<file path="config.mk">
export PLATFORM = sky130hd
export DESIGN_NAME = ext_mem_arbiter
export DESIGN_NICKNAME = d
export VERILOG_FILES = /design/src/rtl/ext_mem_arb_pkg.sv /design/src/rtl/ext_mem_arbiter_rr_channel_arb.sv /design/src/rtl/ext_mem_arbiter.sv
export SDC_FILE = /design/constraint.sdc
export NUM_CORES = 1
export LEC_CHECK = 0
export CAP_MARGIN = 20
export CORE_AREA = 2 2 115 117
export CTS_CLUSTER_SIZE = 24
export DETAILED_ROUTE_END_ITERATION = 12
export DIE_AREA = 0 0 117 119
export GPL_ROUTABILITY_DRIVEN = 0
export PLACE_DENSITY = 0.71
export RECOVER_POWER = 100
export SLEW_MARGIN = 10
export SYNTH_ARGS = -nofsm -noshare
export SYNTH_HDL_FRONTEND = slang
export SYNTH_SLANG_ARGS = --single-unit
</file>
<file path="constraint.sdc">
create_clock -name clk -period 3.2 [get_ports clk]
set_input_delay 0.48 -clock clk [delete_from_list [all_inputs] [get_ports clk]]
set_output_delay 0.48 -clock clk [all_outputs]
set_load 0.02 [all_outputs]
</file>
<file path="src/rtl/ext_mem_arb_pkg.sv">
// Shared types, constants and the round-robin pick helper for the
// external-memory arbiter (ext_mem_arbiter and rr_channel_arb).
package ext_mem_arb_pkg;

  localparam int ARB_ADDR_WIDTH = 20;
  localparam int ARB_DATA_WIDTH = 32;
  localparam int ARB_NUM_REQ    = 2;
  localparam int ARB_IDX_WIDTH  = (ARB_NUM_REQ > 1) ? $clog2(ARB_NUM_REQ) : 1;

  // Requester indices
  localparam int REQ_CONV = 0;
  localparam int REQ_HOST = 1;

  typedef logic [ARB_ADDR_WIDTH-1:0] addr_t;
  typedef logic [ARB_DATA_WIDTH-1:0] data_t;
  typedef logic [ARB_NUM_REQ-1:0]    req_vec_t;
  typedef logic [ARB_IDX_WIDTH-1:0]  idx_t;

  // One-hot pick of the first requester strictly after 'last', wrapping.
  // Scanning from the farthest offset down lets the nearest one win.
  function automatic req_vec_t rr_pick(input req_vec_t req, input idx_t last);
    req_vec_t pick;
    idx_t     idx;
    pick = '0;
    for (int off = ARB_NUM_REQ; off >= 1; off--) begin
      idx = idx_t'((int'(last) + off) % ARB_NUM_REQ);
      if (req[idx]) pick = req_vec_t'(1) << idx;
    end
    return pick;
  endfunction

  // Index of the set bit in a one-hot vector (0 when empty).
  function automatic idx_t oh_to_idx(input req_vec_t oh);
    idx_t idx;
    idx = '0;
    for (int i = 0; i < ARB_NUM_REQ; i++) begin
      if (oh[idx_t'(i)]) idx = idx_t'(i);
    end
    return idx;
  endfunction

endpackage

</file>
<file path="src/rtl/ext_mem_arbiter_rr_channel_arb.sv">
// rr_channel_arb: one arbitration channel (read or write) of ext_mem_arbiter.
// Holds the round-robin pointer and the bounded lock counter; the grant is
// combinational in the request cycle.
module rr_channel_arb
  import ext_mem_arb_pkg::*;
#(
  parameter int MAX_LOCK_CYCLES = 64
) (
  input  logic     clk,
  input  logic     arst_n_in,
  input  req_vec_t req,
  input  req_vec_t lock,
  output req_vec_t gnt
);

  localparam int CNT_WIDTH = $clog2(MAX_LOCK_CYCLES + 1);
  typedef logic [CNT_WIDTH-1:0] cnt_t;
  localparam cnt_t CNT_MAX = cnt_t'(MAX_LOCK_CYCLES);

  idx_t last;
  cnt_t lock_cnt;
  logic hold;
  idx_t gnt_idx;
  cnt_t lock_cnt_next;

  // Holder keeps the channel while locked and under the limit; otherwise round-robin.
  // A non-zero counter implies 'last' was granted with lock in the previous cycle.
  always_comb begin
    // NOTE: every variable gets a value on every path so no latch is inferred.
    hold          = (lock_cnt != '0) && (lock_cnt != CNT_MAX) && req[last] && lock[last];
    gnt           = hold ? (req_vec_t'(1) << last) : rr_pick(req, last);
    gnt_idx       = oh_to_idx(gnt);
    lock_cnt_next = '0;
    if (hold) begin
      lock_cnt_next = lock_cnt + cnt_t'(1);
    end else if ((|gnt) && lock[gnt_idx]) begin
      lock_cnt_next = cnt_t'(1);
    end
  end

  // Pointer follows every grant; the counter tracks the current locked streak.
  always_ff @(posedge clk or negedge arst_n_in) begin
    if (!arst_n_in) begin
      last     <= idx_t'(ARB_NUM_REQ - 1);
      lock_cnt <= '0;
    end else begin
      // NOTE: non-blocking assignments so all state updates see pre-edge values.
      if (|gnt) last <= gnt_idx;
      lock_cnt <= lock_cnt_next;
    end
  end

endmodule

</file>
<file path="src/rtl/ext_mem_arbiter.sv">
// ext_mem_arbiter: shares the external memory read and write ports between
// the convolution controller (index 0) and the host (index 1). Read and write
// channels arbitrate independently; read data returns one cycle after grant.
// Optional feature: define EXT_MEM_ARB_FWD_EN to return same-cycle write data
// on a read/write address collision instead of the old memory contents.
module ext_mem_arbiter
  import ext_mem_arb_pkg::*;
#(
  parameter int ADDR_WIDTH      = ARB_ADDR_WIDTH,
  parameter int DATA_WIDTH      = ARB_DATA_WIDTH,
  parameter int NUM_REQ         = ARB_NUM_REQ,
  parameter int MAX_LOCK_CYCLES = 64
) (
  input  logic                                 clk,
  input  logic                                 arst_n_in,
  input  logic [NUM_REQ-1:0]                   req_lock,
  input  logic [NUM_REQ-1:0]                   rd_req,
  input  logic [NUM_REQ-1:0][ADDR_WIDTH-1:0]   rd_addr,
  output logic [NUM_REQ-1:0]                   rd_gnt,
  output logic [NUM_REQ-1:0]                   rd_valid,
  output logic [DATA_WIDTH-1:0]                rd_data,
  input  logic [NUM_REQ-1:0]                   wr_req,
  input  logic [NUM_REQ-1:0][ADDR_WIDTH-1:0]   wr_addr,
  input  logic [NUM_REQ-1:0][DATA_WIDTH-1:0]   wr_data,
  output logic [NUM_REQ-1:0]                   wr_gnt,
  output logic [ADDR_WIDTH-1:0]                ext_mem_read_addr,
  input  logic [DATA_WIDTH-1:0]                ext_mem_qout,
  output logic [ADDR_WIDTH-1:0]                ext_mem_write_addr,
  output logic [DATA_WIDTH-1:0]                ext_mem_din,
  output logic                                 ext_mem_write_en
);

  logic [ADDR_WIDTH-1:0] rd_addr_sel;
  logic [ADDR_WIDTH-1:0] wr_addr_sel;
  logic [DATA_WIDTH-1:0] wr_data_sel;
  logic [ADDR_WIDTH-1:0] rd_addr_q;

  rr_channel_arb #(
    .MAX_LOCK_CYCLES (MAX_LOCK_CYCLES)
  ) u_rd_arb (
    .clk       (clk),
    .arst_n_in (arst_n_in),
    .req       (rd_req),
    .lock      (req_lock),
    .gnt       (rd_gnt)
  );

  rr_channel_arb #(
    .MAX_LOCK_CYCLES (MAX_LOCK_CYCLES)
  ) u_wr_arb (
    .clk       (clk),
    .arst_n_in (arst_n_in),
    .req       (wr_req),
    .lock      (req_lock),
    .gnt       (wr_gnt)
  );

  // AND-OR select of the granted requester; all-zero when nothing is granted.
  always_comb begin
    rd_addr_sel = '0;
    wr_addr_sel = '0;
    wr_data_sel = '0;
    for (int i = 0; i < NUM_REQ; i++) begin
      rd_addr_sel |= rd_addr[idx_t'(i)] & {ADDR_WIDTH{rd_gnt[idx_t'(i)]}};
      wr_addr_sel |= wr_addr[idx_t'(i)] & {ADDR_WIDTH{wr_gnt[idx_t'(i)]}};
      wr_data_sel |= wr_data[idx_t'(i)] & {DATA_WIDTH{wr_gnt[idx_t'(i)]}};
    end
  end

  assign ext_mem_read_addr  = (|rd_gnt) ? rd_addr_sel : rd_addr_q;
  assign ext_mem_write_addr = wr_addr_sel;
  assign ext_mem_din        = wr_data_sel;
  assign ext_mem_write_en   = |wr_gnt;

  // Hold the last granted read address; tag the word arriving next cycle.
  always_ff @(posedge clk or negedge arst_n_in) begin
    if (!arst_n_in) begin
      rd_addr_q <= '0;
      rd_valid  <= '0;
    end else begin
      if (|rd_gnt) rd_addr_q <= rd_addr_sel;
      rd_valid <= rd_gnt;
    end
  end

`ifdef EXT_MEM_ARB_FWD_EN
  logic                  fwd_hit;
  logic [DATA_WIDTH-1:0] fwd_data;

  // Capture a same-cycle read/write collision so the new word is returned.
  always_ff @(posedge clk or negedge arst_n_in) begin
    if (!arst_n_in) begin
      fwd_hit  <= 1'b0;
      fwd_data <= '0;
    end else begin
      fwd_hit  <= (|rd_gnt) && (|wr_gnt) && (rd_addr_sel == wr_addr_sel);
      fwd_data <= wr_data_sel;
    end
  end

  assign rd_data = fwd_hit ? fwd_data : ext_mem_qout;
`else
  assign rd_data = ext_mem_qout;
`endif

endmodule

</file>
# [Yosys cells after proc, flatten, opt, wreduce, memory -nomap -nowiden]
# Cells that the tools add are included.
# Widths: inputs -> output; s select.
[word_totals] regBits=38 input_bits=184 out_inout_bits=111 word_cells=82
[op_classes] add_sub_neg=6 n_lt_le_gt_ge=8 eq_ne=2 n_shift=6 mux=33 bitwise=9 n_reduce_logical=12
[ops] op="$and 20x20->20" n=4
[ops] op="$and 32x32->32" n=2
[ops] op="$or 20x20->20" n=2
[ops] op="$or 32x32->32" n=1
[ops] op="$mux 1" n=24
[ops] op="$mux 20" n=1
[ops] op="$lt 1x2->1 const B" n=8
[ops] op="$add 7x1->7 const B" n=2
[ops] op="$mux 7" n=2
[ops] op="$ne 7x7->1 const B" n=2
[ops] op="$reduce_bool 7->1" n=2
[ops] op="$mux 2" n=6
[ops] op="$shl 1x1->2 const A" n=6
[ops] op="$logic_and 1x1->1" n=8
[ops] op="$add 1x1->1 const B" n=4
[ops] op="$reduce_or 2->1" n=2

# [Logic depth before layout (Yosys ltp)]
# Gate-level depths: netlist (run 1).
[logic_depth] depth_word=12 depth_mapped=9 ltp_nobuf=7

# [Cells and area by module]
# Synthesis (run 1) repeated with hierarchy kept, for this count alone.
[unflattened] cells_unflattened=254 hier_area_um2=2551.2
[modules_own_cells] mod="ext_mem_arbiter" n_inst=1 cells_each=166 area_each_um2=1680.4 seq_area_each_um2=550.5
[modules_own_cells] mod="rr_channel_arb" n_inst=2 cells_each=44 area_each_um2=435.4 seq_area_each_um2=176.4

# [Worst setup path after synthesis (run 1)]
# Ideal clock, no wire load.
[synth_path] path_type="reg2out" startpoint="register u_wr_arb.lock_cnt[0]" endpoint="output port ext_mem_din[0]" arrival_time_ns=2.028 required_time_ns=2.720 slack_ns=0.692 path_stages_with_launch=9 n_path_buf=2 cell_sequence="dfrtp_1 -> inv_1 -> ha_1 -> or4b_4 -> o21a_1 -> o221a_1 -> buf_6 -> buf_6 -> o22ai_2"
[synth_via] elab_chain_len=7 word_cells_on_any_way=9 classes_between="1 x eq/ne; 1 x mux; 3 x bitwise; 4 x reduce/logical"
[synth_lines] element="start, declared" line="ext_mem_arbiter_rr_channel_arb.sv:21" rtl="cnt_t lock_cnt;"
[synth_lines] element="start signal, assigned" line="ext_mem_arbiter_rr_channel_arb.sv:49" rtl="lock_cnt <= lock_cnt_next;"
[synth_lines] element="$ne 7x7->1 / $reduce_bool 7->1 (equally long branches)" line="ext_mem_arbiter_rr_channel_arb.sv:30" rtl="hold = (lock_cnt != '0) && (lock_cnt != CNT_MAX) && req[last] && lock[last];"
[synth_lines] element="$logic_and 1x1->1 * (3 in a row)" line="ext_mem_arbiter_rr_channel_arb.sv:30"
[synth_lines] element="$mux 2 *" line="ext_mem_arbiter_rr_channel_arb.sv:31" rtl="gnt = hold ? (req_vec_t'(1) << last) : rr_pick(req, last);"
[synth_lines] element="$and 32x32->32" line="ext_mem_arbiter.sv:66" rtl="wr_data_sel |= wr_data[idx_t'(i)] & {DATA_WIDTH{wr_gnt[idx_t'(i)]}};"
[synth_lines] element="$or 32x32->32 *" line="ext_mem_arbiter.sv:66"
[synth_lines] element="end, declared" line="ext_mem_arbiter.sv:29" rtl="output logic [DATA_WIDTH-1:0] ext_mem_din,"
# Mark *: on every way between the ends. The rest lies on a longest branch, timed or not.

# [Worst setup path after layout (run 1)]
[layout_path] startpoint="input port rd_req[1]" endpoint="output port ext_mem_read_addr[17]"
[layout_via] elab_chain_len=8 word_cells_on_any_way=16 classes_between="10 x mux; 3 x bitwise; 3 x reduce/logical"
[layout_lines] element="start, declared" line="ext_mem_arbiter.sv:17" rtl="input logic [NUM_REQ-1:0] rd_req,"
[layout_lines] element="$mux 1, on equally long branches (2 in a row)" line="ext_mem_arb_pkg.sv:27, ext_mem_arbiter_rr_channel_arb.sv:30"
[layout_lines] element="$mux 2 / $logic_and 1x1->1 (equally long branches) (2 in a row)" line="ext_mem_arb_pkg.sv:27, ext_mem_arbiter_rr_channel_arb.sv:30"
[layout_lines] element="$mux 2 *" line="ext_mem_arbiter_rr_channel_arb.sv:31"
[layout_lines] element="$and 20x20->20" line="ext_mem_arbiter.sv:64" rtl="rd_addr_sel |= rd_addr[idx_t'(i)] & {ADDR_WIDTH{rd_gnt[idx_t'(i)]}};"
[layout_lines] element="$or 20x20->20" line="ext_mem_arbiter.sv:64"
[layout_lines] element="$mux 20 *" line="ext_mem_arbiter.sv:70" rtl="assign ext_mem_read_addr = (|rd_gnt) ? rd_addr_sel : rd_addr_q;"
[layout_lines] element="end, declared" line="ext_mem_arbiter.sv:26" rtl="output logic [ADDR_WIDTH-1:0] ext_mem_read_addr,"
# Mark *: on every way between the ends. The rest lies on a longest branch, timed or not. The select of a mux whose other input is x is not followed.

==> results of run 1 <==
## cells by family (layout without fill, tap and decap cells)
kind of cell	after synthesis	in the layout	share of synthesized area (%)
flops	36	36	26.22
mux	1	1	0.2905
xor+xnor	8	8	2.033
buf+inv	78	261	14.60
fa+ha+maj	4	4	1.452
compound gates	109	109	33.52
simple gates	170	170	21.90
## path summary, 6_finish.rpt
kind	start	end	slack, ns	cells past startpoint
worst max-delay path	rd_req[1]	ext_mem_read_addr[17]	0.10	7
worst min-delay path	wr_req[1]	u_wr_arb.last	0.48	3
worst min register to register	u_wr_arb.last	u_wr_arb.last	0.53	2
min in group asynchronous	arst_n_in	rd_addr_q[10]	1.32	2
worst max register to register	u_wr_arb.lock_cnt[1]	u_wr_arb.lock_cnt[0]	1.12	6
max in group asynchronous	arst_n_in	u_wr_arb.lock_cnt[0]	0.72	2
## cells in the mapped netlist, drive strengths merged
master	number
nand3b	1
o211a	1
a221oi	1
clkbuf	23
a21boi	1
nor2b	22
nand2b	1
o21bai	1
dfstp	2
buf	47
or4b	1
a211o	20
o22ai	54
nand2	110
xor2	5
o21ai	4
and3b	1
o2bb2ai	1
nor3b	1
a22oi	2
or2	1
nor2	16
nor4b	1
xnor2	3
o21a	2
nand3	7
and2	4
dfrtp	34
inv	8
o221ai	1
and3	4
o221a	21
ha	4
mux2i	1
## through the flow
stage          util (%)  area (um^2)  hold WS, ns  instances
3_3_place_gp      44.13         5682       0.5243        756
3_5_place_dp      44.13         5682       0.5310        756
5_1_grt           45.15         5813       0.5100        765
6_report          45.15         5813       0.4804        765
4_1_cts           45.09         5806       0.4744        765
2_1_floorplan         -         3446       0.1844        406
## flip-flops by register name, indices dropped and copies added, names as in the netlist
name	cells
rd_addr_q	20
u_wr_arb.last	1
u_rd_arb.last	1
u_rd_arb.lock_cnt	6
rd_valid	2
u_wr_arb.lock_cnt	6
## routing by layer
metal	track usage (%)	share of wire, %
met2	31.29	51
met1	22.52	40
met4	5.221	2.2
met3	3.461	6.4
met5	0	0
## worst max-delay path, delay by kind of cell
family,cells,cell delay (ns)
AO/OA/AOI/OAI,1,0.28
buffers and inverters,3,1.27
multiplexers,1,0.13
AND/OR/NAND/NOR,2,0.47
## power by group
part / internal [uW] / switching [uW]
clock: 310 / 175
sequential: 511 / 22.6
combinational: 549 / 533
total: 1370 / 730
## repair_timing
action | 4_1_cts | 5_1_grt
gates cloned | 1 | 0
endpoints found under the setup margin | 75 | 35
resized for setup | 56 | 47
## area by class of cell
type | count | area (um^2) | share of cell area [%]
Clock buffer | 8 | 146.4 | 2.518
Timing Repair Buffer | 245 | 2432 | 41.84
Inverter | 8 | 30.03 | 0.5166
Multi-Input combinational cell | 292 | 2081 | 35.79
Sequential cell | 36 | 903.4 | 15.54
Tap cell | 176 | 220.2 | 3.788
==> run_results.csv, run 1 <==
group,metric,value,unit
sta,fin_ws,0.1015,ns
yosys,ys_ff_latch,36,
global_route,grt.total_usage,18.06,%
sta,fin_crit_sh,96.83,%
global_route,grt_pass1_wl,20.00,mm
floorplan,die_h,119,um
critical_path,critPathMaxStageDelay,0.56,ns
clocking,h-tree-depth,2,
critical_path,cpMostUsedCell,"clkdlybuf4s50_1",
pwr,p_leak,0.002605,uW
route,drtAntennaViolNets,0,
critical_path,end_kind,"output port",
placed_design,hpwl,10.07,mm
floorplan,core-area,0.01287,mm^2
sta,relSlewSlack,-34.57,%
yosys,synth_cells,406,
global_route,grt_pass1_vias,3775,
route,drt_iter0_markers,181,
route,route.detailed.drc,0,
route,drt_pass1_iterations,4,
clocking,cts.sinks,36,
floorplan,die-area,0.01392,mm^2
pwr,power_per_cell_area,361.3,mW/mm^2
sta,finalMaxSlewViolations,37,
floorplan,initial_core_util,26.76,%
critical_path,worstPathRequired,2.72,ns
sta,tns,0,ns
status,status,"finished with violations",
floorplan,die_w,117,um
sta,tightest_slew,2.019,ns
pwr,vdd_ir_drop_max,0.1656,mV
finish,n_antenna_cell,0,
pwr,total_power,2100,uW
flow_run,drv_cap,1,
yosys,synth_nets,594,
clocking,ctsLongestPathBuffers,2,
placed_design,dp_slack,0.003276,ns
critical_path,start_kind,"input port",
clocking,clock_latency,0.27,ns
clocking,clk_pin_slew,0.05,ns
yosys,synth.area.top_cells,"dfrtp_1, o22ai_2, nand2_1",
critical_path,arrival,2.62,ns
clocking,tritoncts,"built",
yosys,ys_seq_area_share,26.22,%
sta,period_minus_slack,3.099,ns
critical_path,critPathKind,"input port to output port",
floorplan,rows,42,
yosys,synth_top_area_share,24.69,%
floorplan,io_pins,295,
finish,n_fill_cell,1265,
yosys,ys_warn_count,0,
global_route,overflow,0,
global_route,antenna_found_initial,0,
yosys,yosysUniqueCellTypes,40,
clocking,cts_root_buf,"clkbuf_16",
finish,area_growth,68.70,%
yosys,synth_area_leader_cell,"dfrtp_1",
sta,hold_viol,0,
yosys,synth_area,0.003446,mm^2
finish,fin_nets,776,
critical_path,crit_slowest_cell,"clkdlybuf4s50_1",
critical_path,cp_max_fo,20,
critical_path,crit_chain,"clkdlybuf4s50_1 > nor4b_2 > mux2i_2 > and2_1 > buf_12 > o221a_2 > clkdlybuf4s50_1",
clocking,cts_hold_buf,0,
route,routedWlPerCell,17.28,um
finish,layout_common_cells,"clkdlybuf4s50_1, nand2_1, o22ai_2, dlygate4sd2_1, dfrtp_1",
sta,fin_worst_skew,0.006273,ns
worst_hold_path,hp-class,"input port to register",
route,drt-vias-per-instance,4.850,
sta,fmax,322.7,MHz
clocking,numCtsBuffers,5,
route,finalWirelength,13.22,mm
route,vias,3710,
finish,final_common_cell,"clkdlybuf4s50_1",
finish,drive_gt1_share,19.02,%
clocking,post_cts_buffers,0,
placed_design,port_buffers,230,
sta,setup-violations-final,0,
yosys,avgSynthCellArea,8.487,um^2
status,violations,"max-capacitance violations, max-slew violations",
global_route,grt_max_degree,54,
Power figures use the tool's default switching activity.
==> run 2, diff against run 1 <==
--- a/config.mk
+++ b/config.mk
@@ -6,13 +6,14 @@
 export NUM_CORES = 1
 export LEC_CHECK = 0
 export CAP_MARGIN = 20
-export CORE_AREA = 2 2 115 117
+export CORE_AREA = 2 2 114 116
 export CTS_CLUSTER_SIZE = 24
 export DETAILED_ROUTE_END_ITERATION = 12
-export DIE_AREA = 0 0 117 119
+export DIE_AREA = 0 0 116 118
 export GPL_ROUTABILITY_DRIVEN = 0
-export PLACE_DENSITY = 0.71
+export PLACE_DENSITY = 0.74
 export RECOVER_POWER = 100
+export SKIP_LAST_GASP = 1
 export SLEW_MARGIN = 10
 export SYNTH_ARGS = -nofsm -noshare
 export SYNTH_HDL_FRONTEND = slang
==> constraint.sdc (replaced) <==
create_clock -name clk -period 2.55 [get_ports clk]
set_input_delay 0.3825 -clock clk [delete_from_list [all_inputs] [get_ports clk]]
set_output_delay 0.3825 -clock clk [all_outputs]
set_load 0.02 [all_outputs]
==> run 2 against run 1 <==
The flow finishes with violations (max-capacitance violations, max-slew violations, negative setup slack); total power rose by 56%; utilization rose by 11 points; global-route usage rose by 1.9 points; critical path depth rose by 4; sequential power rose by 24%; first-iteration DRC count rose by 17%; worst hold slack improved by 0.059 ns; register-to-register slack got worse by 0.73 ns; largest power group unchanged; design area rose by 20%.
==> run_results.csv, run 2 (synthesis gave the netlist of run 1 again) <==
group,metric,value,unit
status,status,"finished with violations",
status,violations,"max-capacitance violations, max-slew violations, negative setup slack",
route,drt_pass1_iterations,4,
critical_path,worstPathRequired,2.17,ns
global_route,antenna_found_initial,2,
finish,reg.largest.list,"rd_addr_q x20, u_rd_arb.lock_cnt x6, u_wr_arb.lock_cnt x6",
pwr,switching_power,1098,uW
route,drtAntennaViolNets,0,
global_route,grt_max_degree,55,
finish,layout_common_cells,"clkdlybuf4s50_1, nand2_1, buf_4, buf_6, dfrtp_1",
global_route,grt_pass1_wl,21.36,mm
floorplan,die_h,118,um
global_route,grt_pass1_vias,4072,
finish,area_growth,103.2,%
sta,period_minus_slack,2.907,ns
finish,fin_nets,841,
finish,final_common_cell,"clkdlybuf4s50_1",
floorplan,rows,41,
finish,top_register,"rd_addr_q",
global_route,top_usage_layer,"met2",
pwr,p_sw_share,33.41,%
sta,fin_crit_sh,114.0,%
floorplan,io_pins,295,
global_route,met3_usage,3.862,%
pwr,seqPwrFrac,20.2,%
global_route,grtUsageMet2,35.67,%
sta,fmax,344.0,MHz
global_route,grt.total_usage,19.92,%
pwr,total_power,3286,uW
sta,hold_viol,0,
worst_hold_path,hp-class,"register to register",
sta,relSlewSlack,-33.38,%
route,drt_iter0_markers,212,
placed_design,port_buffers,230,
floorplan,core-area,0.01241,mm^2
pwr,vdd_ir_drop_max,0.2976,mV
critical_path,end_kind,"output port",
critical_path,arrival,2.52,ns
finish,largest_register_ffs,20,
clocking,clock_latency,0.27,ns
global_route,overflow,0,
flow_run,drv_cap,1,
clocking,tritoncts,"built",
global_route,grt_use_met1,22.72,%
pwr,intPower,2188,uW
sta,rsz0062_at_grt,"true",
floorplan,die_w,116,um
clocking,ctsLongestPathBuffers,2,
route,routedWlPerCell,18.49,um
route,finalWirelength,15.29,mm
pwr,power.share.clock,20.6,%
floorplan,die-area,0.01369,mm^2
pwr,p_leak,0.003010,uW
critical_path,critPathKind,"register to output port",
clocking,numCtsBuffers,5,
clocking,cts.sinks,36,
pwr,combinationalPowerShare,59.2,%
clocking,cts_root_buf,"clkbuf_16",
sta,fin_ws,-0.3573,ns
critical_path,cp_max_fo,7,
clocking,cts_hold_buf,0,
clocking,h-tree-depth,2,
route,drt-vias-per-instance,4.912,
pwr,power_per_cell_area,469.3,mW/mm^2
critical_path,start_kind,"register",
route,vias,4062,
finish,drive_gt1_share,38.53,%
sta,fin_worst_skew,0.002130,ns
placed_design,hpwl,10.76,mm
floorplan,initial_core_util,27.76,%
sta,finalMaxSlewViolations,37,
sta,tightest_slew,2.001,ns
route,route.detailed.drc,0,
clocking,clk_pin_slew,0.05,ns
finish,utilization,56.40,%
sta,setup-violations-final,71,
## run 2: timing repair
item | in CTS | in global routing
setup endpoints to repair | 76 | 76
gates cloned | 6 | 8
gates resized for setup | 362 | 133
setup buffers | 3 | 13
pin swaps | 2 | 29
## run 2: per-stage QoR
step | std cells | TNS (ns) | setup WS, ns | hold WS, ns | area (um^2)
after floorplan | 406 | 0 | 0.1398 | 0.08691 | 3446
after global placement | 790 | -24.30 | -0.4274 | 0.5140 | 5982
after detailed placement | 790 | -26.35 | -0.4467 | 0.5269 | 5982
after CTS | 807 | -14.13 | -0.3577 | 0.2381 | 6202
after global routing | 826 | -22.17 | -0.4396 | 0.5540 | 6999
final | 827 | -17.04 | -0.3573 | 0.5391 | 7002
## run 2: routing by layer
layer  up-vias  part of all wire [%]
met5         -                 0.085
met4         2                   4.2
li1       1902                     -
met3        48                   6.4
met1      1930                    37
met2       180                    53
## run 2: path summary, 6_finish.rpt
| kind | startpoint | endpoint | slack (ns) | cells after the start |
|---|---|---|---|---|
| max in group asynchronous | arst_n_in | u_wr_arb.lock_cnt[4] | 0.73 | 1 |
| min in group asynchronous | arst_n_in | rd_addr_q[3] | 0.68 | 1 |
| max reg2reg | u_rd_arb.lock_cnt[1] | rd_addr_q[14] | 0.39 | 10 |
| max | u_wr_arb.lock_cnt[1] | ext_mem_din[15] | -0.36 | 11 |
| min reg2reg | u_wr_arb.last | u_wr_arb.last | 0.54 | 2 |
| min | u_wr_arb.last | u_wr_arb.last | 0.54 | 2 |
## run 2: power by group through the flow
stage               Clock [uW]  Sequential (uW)  Combinational, uW
global placement             0              669               1510
finish                     678              664               1940
detailed placement           0              672               1530
global route               715              671               2040
floorplan                    0              670                817
CTS                        697              662               1580
## run 2: worst max-delay path, stage by stage (launching register included)
cell and delay (ns):
dfrtp_1 0.39, inv_2 0.08, ha_4 0.12, or4b_4 0.49, o21a_4 0.25, buf_6 0.11, o21ai_4 0.16, buf_6 0.17
buf_12 0.11, buf_16 0.14, o22ai_4 0.08, buf_6 0.13
## run 2: cell type report
type	instances	area (um^2)
Fill cell	1086	5413
Timing Repair Buffer	310	3236
Multi-Input combinational cell	292	2451
Sequential cell	36	903.4
Tap cell	172	215.2
Clock buffer	6	128.9
Clock inverter	2	35.03
Inverter	8	30.03
Antenna cell	1	2.502
==> run 3, diff against run 2 <==
--- a/config.mk
+++ b/config.mk
@@ -7,7 +7,7 @@
 export LEC_CHECK = 0
 export CAP_MARGIN = 20
 export CORE_AREA = 2 2 114 116
-export CTS_CLUSTER_SIZE = 24
+export CTS_CLUSTER_SIZE = 12
 export DETAILED_ROUTE_END_ITERATION = 12
 export DIE_AREA = 0 0 116 118
 export GPL_ROUTABILITY_DRIVEN = 0
==> results of run 3 <==
No change in the layout: final DEF, timing and power equal those of run 2.
